[config.mk]
export PLATFORM = sky130hd
export DESIGN_NAME = rr_mux_arbiter
export DESIGN_NICKNAME = d
export VERILOG_FILES = /design/src/rtl/rr_mux_arbiter.sv
export SDC_FILE = /design/constraint.sdc
export NUM_CORES = 1
export LEC_CHECK = 0
export ABC_AREA = 1
export BUFFER_PORTS_ARGS = -buffer_cell sky130_fd_sc_hd__buf_2
export CORE_UTILIZATION = 50
export DETAILED_ROUTE_END_ITERATION = 10
export PLACE_DENSITY = 0.73
export SYNTH_ARGS = -nofsm -noshare
export SYNTH_HDL_FRONTEND = slang
export SYNTH_SLANG_ARGS = --single-unit
[constraint.sdc]
create_clock -name clk -period 2.49 [get_ports clk]
set_input_delay 0.249 -clock clk [delete_from_list [all_inputs] [get_ports clk]]
set_output_delay 0.249 -clock clk [all_outputs]
set_load 0.02 [all_outputs]
[src/rtl/rr_mux_arbiter.sv]
// ---------------------------------------------------------------------------
// rr_mux_arbiter
//
// Round-robin arbiter that owns the select lines of a shared 8:1 mux.
// Each grant is held for at most MAX_HOLD consecutive cycles, then the
// search start moves past the grantee so no requester can starve the rest.
// The selected data bit is registered one cycle behind the grant.
//
// Parameters:
//   MAX_HOLD  max consecutive cycles one grant is held (legal 1..15)
//
// Ports:
//   clk      system clock, rising edge
//   rst_n    asynchronous active-low reset
//   req      request vector, req[k] = requester k wants the path
//   data_in  mux data inputs, bit k belongs to requester k
//   sel      registered mux select (current / last grantee)
//   gnt      registered one-hot grant, 0 when idle
//   busy     high while a grant is active (gnt != 0)
//   y_out    registered data_in[sel], captured on granted cycles
//   y_valid  high in the cycle after each granted cycle
// ---------------------------------------------------------------------------
module rr_mux_arbiter #(
    parameter int unsigned MAX_HOLD = 4
) (
    input  logic       clk,
    input  logic       rst_n,
    input  logic [7:0] req,
    input  logic [7:0] data_in,
    output logic [2:0] sel,
    output logic [7:0] gnt,
    output logic       busy,
    output logic       y_out,
    output logic       y_valid
);

    typedef enum logic {
        IDLE,
        HOLD
    } state_t;

    localparam logic [3:0] MAX_HOLD_C = 4'(MAX_HOLD);

    state_t     state_q, state_d;
    logic [2:0] ptr_q, ptr_d;
    logic [3:0] hold_q, hold_d;
    logic [2:0] sel_d;
    logic [7:0] gnt_d;
    logic       y_out_d, y_valid_d;

    // {found, index} of the first set request at or after start, wrapping.
    logic [3:0] pick_ptr;
    logic [3:0] pick_next;

    function automatic logic [3:0] rr_pick(input logic [7:0] r,
                                           input logic [2:0] start);
        logic [3:0] res;
        logic [2:0] idx;
        res = '0;
        for (int unsigned i = 0; i < 8; i++) begin
            idx = start + 3'(i);
            if (!res[3] && r[idx]) begin
                res = {1'b1, idx};
            end
        end
        return res;
    endfunction

    always_comb begin
        pick_ptr  = rr_pick(req, ptr_q);
        pick_next = rr_pick(req, sel + 3'd1);

        state_d   = state_q;
        ptr_d     = ptr_q;
        hold_d    = hold_q;
        sel_d     = sel;
        gnt_d     = gnt;
        y_out_d   = y_out;
        y_valid_d = 1'b0;

        // Data capture keys off the grant that was active before this edge.
        if (gnt != '0) begin
            y_out_d   = data_in[sel];
            y_valid_d = 1'b1;
        end

        case (state_q)
            IDLE: begin
                gnt_d = '0;
                if (pick_ptr[3]) begin
                    sel_d   = pick_ptr[2:0];
                    gnt_d   = 8'd1 << pick_ptr[2:0];
                    hold_d  = 4'd1;
                    state_d = HOLD;
                end
            end
            HOLD: begin
                if (req[sel] && (hold_q < MAX_HOLD_C)) begin
                    hold_d = hold_q + 4'd1;
                end else begin
                    // Release and re-arbitrate in the same edge so that
                    // back-to-back grants leave no idle cycle.
                    ptr_d = sel + 3'd1;
                    if (pick_next[3]) begin
                        sel_d  = pick_next[2:0];
                        gnt_d  = 8'd1 << pick_next[2:0];
                        hold_d = 4'd1;
                    end else begin
                        gnt_d   = '0;
                        state_d = IDLE;
                    end
                end
            end
            default: begin
                state_d = IDLE;
                gnt_d   = '0;
            end
        endcase
    end

    always_ff @(posedge clk or negedge rst_n) begin
        if (!rst_n) begin
            state_q <= IDLE;
            ptr_q   <= '0;
            hold_q  <= '0;
            sel     <= '0;
            gnt     <= '0;
            y_out   <= 1'b0;
            y_valid <= 1'b0;
        end else begin
            state_q <= state_d;
            ptr_q   <= ptr_d;
            hold_q  <= hold_d;
            sel     <= sel_d;
            gnt     <= gnt_d;
            y_out   <= y_out_d;
            y_valid <= y_valid_d;
        end
    end

    assign busy = (gnt != '0);

endmodule

==> flow_summary.yaml <==
status:
  status: "finished clean"
detailed_routing:
  drt_pass1_iterations: 5
  drt-total-wl_um: 8170
  drc: 0
  drt-wirelength-per-cell_um: 13.5
  num_vias: 3225
  drtIter0Drc: 214
  via_per_inst: 5.34
  ant_nets: 0
yosys:
  synth.distinct_cells: 39
  synthesis.area_um2: 2820
  seq_area_frac_synth: 0.186
  synth_flop_cell: "dfrtp_1"
  syn-num-nets: 495
  async_flop_share: 1.00
  yosysWarnings: 0
  synth_cells: 472
  synth_edf_count: 0
  synth_seq_cells: 21
  syn_area_per_cell_um2: 5.98
placed_design:
  gp_congestion: 0.914
  dp_hpwl_um: 6200
  portBuffers: 31
  dp_cells: 589
timing:
  post-route-period-util: 0.989
  rsz0062_at_grt: "yes"
  maxSlewHeadroom: 0.634
  maxSlewViolCount: 0
  timing.fmax_mhz: 406
  worst_pin_slew_ns: 0.545
  min_period_ns: 2.46
  finalHoldViolations: 0
  skew_ns: 0.00216
  setup_viol: 0
clock_tree:
  htreeDepth: 1
  cts_buffers: 3
  root_buffer: "clkbuf_8"
  cts_tree: "built"
  clk_path_buf_depth: 2
  clk_latency_ns: 0.26
  clock_sink_count: 21
  clk_pin_slew_ns: 0.07
floorplanning:
  start_util: 0.535
  design.core.area_um2: 5270
  dieArea_um2: 5940
  num_rows: 26
  io_pins: 32
  fp.dieH_um: 77.1
  die_w_um: 77.1
grt:
  grt_pass1_wl_um: 13300
  grt_usage: 0.273
  grt-ovfl-total: 0
  grt_pass1_vias: 2959
  antenna_found_initial: 0
  grt_max_degree: 22
critical_path:
  endpoint_kind: "flop"
  critical_path_required_ns: 2.64
  critical-path-max-stage-delay_ns: 0.43
  cp_max_fo: 6
  path_cells: "inv_4 -> ha_4 -> buf_4 -> nand3_2 -> nand3_2 -> nand2_4 -> nor2_4 -> nand4_4 -> nor2_4 -> nand4_1 -> nand3_2 -> nor2_4 -> nand2_1 -> nand2_1 -> nand2_1 -> nand2_1"
  worstPathArrival_ns: 2.62
  cp-start-kind: "flop"
  worst_path_most_repeated_cell: "nand2_1"
  cp_slowest_cell: "dfrtp_2"
  critical_path_class: "flop to flop"
worst_hold_path:
  hold_path_class: "primary input to flop"
layout:
  n_antenna_cell: 0
  final_cells: 604
  layout-drive-gt1-share: 0.330
  layout.nets: 558
  layout_commonest_cell: "nand2_1"
  mostFrequentLayoutCells: "nand2_1 (160), nand3_1 (52), buf_4 (37)"
  area_delta_synth_final_pct: 26.2
job:
  cap_violations: 0
## cell type report
| class | count | area [µm²] |
|---|---|---|
| clock buffers | 4 | 45.0 |
| repair buffers | 71 | 465 |
| inverters | 48 | 196 |
| fillers | 481 | 1710 |
| well taps | 70 | 87.6 |
| multi-input cells | 390 | 2240 |
| flip-flops and latches | 21 | 528 |
## metrics by stage
step	setup TNS [ns]	utilization	hold slack, ns	instance area (µm²)	worst slack, ns
after floorplan	-0.0126	-	-0.0466	2850	-0.0126
after global placement	-0.0130	0.605	0.225	3190	-0.0130
after detailed placement	-0.102	0.605	0.229	3190	-0.0424
after CTS	0	0.627	0.442	3300	0.0388
after global routing	-0.801	0.675	0.475	3560	-0.145
final	0	0.675	0.437	3560	0.0270
## layer usage
metal  global-route usage  wire (µm)  part of all wire  up-vias
li1                     -          -                 -     1656
met1                0.349       3540              0.43     1464
met2                0.490       4090              0.50       89
met3               0.0262        396             0.048       16
met4               0.0679        146             0.018        0
met5                    0          0                 0        -
## cells by family (layout without fill, tap and decap cells)
group / Yosys count / after routing / share of synthesized area
AO/OA/AOI/OAI: 40 / 40 / 0.0821
adder cells (fa/ha/maj): 5 / 5 / 0.0222
AND/OR/NAND/NOR: 341 / 341 / 0.580
flip-flops: 21 / 21 / 0.186
XOR/XNOR: 4 / 4 / 0.0217
buffers and inverters: 61 / 123 / 0.107
## Yosys cell counts, types with 2 or more instances
library cell / number / area [µm²]
nand2_2: 16 / 100
inv_1: 35 / 131
nor4_1: 2 / 12.5
nor2_1: 46 / 173
nand4_4: 2 / 42.5
nor2_4: 2 / 22.5
buf_6: 5 / 56.3
o22ai_1: 4 / 25.0
nand4_1: 13 / 81.3
o21ai_1: 3 / 15.0
nand2_1: 175 / 657
nor2_8: 2 / 40.0
clkinv_1: 2 / 7.51
inv_4: 2 / 12.5
nand2_4: 5 / 56.3
inv_2: 8 / 30.0
buf_2: 2 / 10.0
buf_4: 3 / 22.5
nand3_1: 63 / 315
nand3_2: 12 / 120
nor3_1: 2 / 10.0
a21oi_1: 4 / 20.0
clkbuf_1: 2 / 7.51
dfrtp_1: 21 / 526
ha_1: 5 / 62.6
o21ai_0: 22 / 110
a31oi_1: 2 / 12.5
## worst paths after layout
| kind | start | end | slack [ns] | depth (start not counted) |
|---|---|---|---|---|
| max in group asynchronous | rst_n | sel[1] | 1.67 | 2 |
| worst max register to register | sel[0] | gnt[4] | 0.03 | 16 |
| worst min-delay path | data_in[0] | y_out | 0.44 | 5 |
| worst max-delay path | sel[0] | gnt[4] | 0.03 | 16 |
| min in group asynchronous | rst_n | hold_q[2] | 0.47 | 2 |
| worst min register to register | hold_q[3] | hold_q[3] | 0.50 | 2 |
## critical path, delay by kind of cell (launching register included)
family / cells / cell delay [ns]
simple gates: 13 / 1.42
flops: 1 / 0.43
fa+ha+maj: 1 / 0.30
buf+inv: 2 / 0.21
## flip-flops by register name, indices dropped and copies added (netlist names)
name / count
gnt: 8
hold_q: 4
ptr_q: 3
sel: 3
state_q: 1
y_out: 1
y_valid: 1
## timing repair
item | CTS | global route
setup endpoints to repair | 9 | 11
cloned | 0 | 0
pin swaps | 5 | 18
hold endpoints to repair | 21 | 0
hold buffers | 1 | 0
buffers inserted | 2 | 8
gates resized for setup | 13 | 49
Power is left out: the tool's default activity adds up to more than one toggle a clock period on the data nets, which glitch-free logic cannot reach.
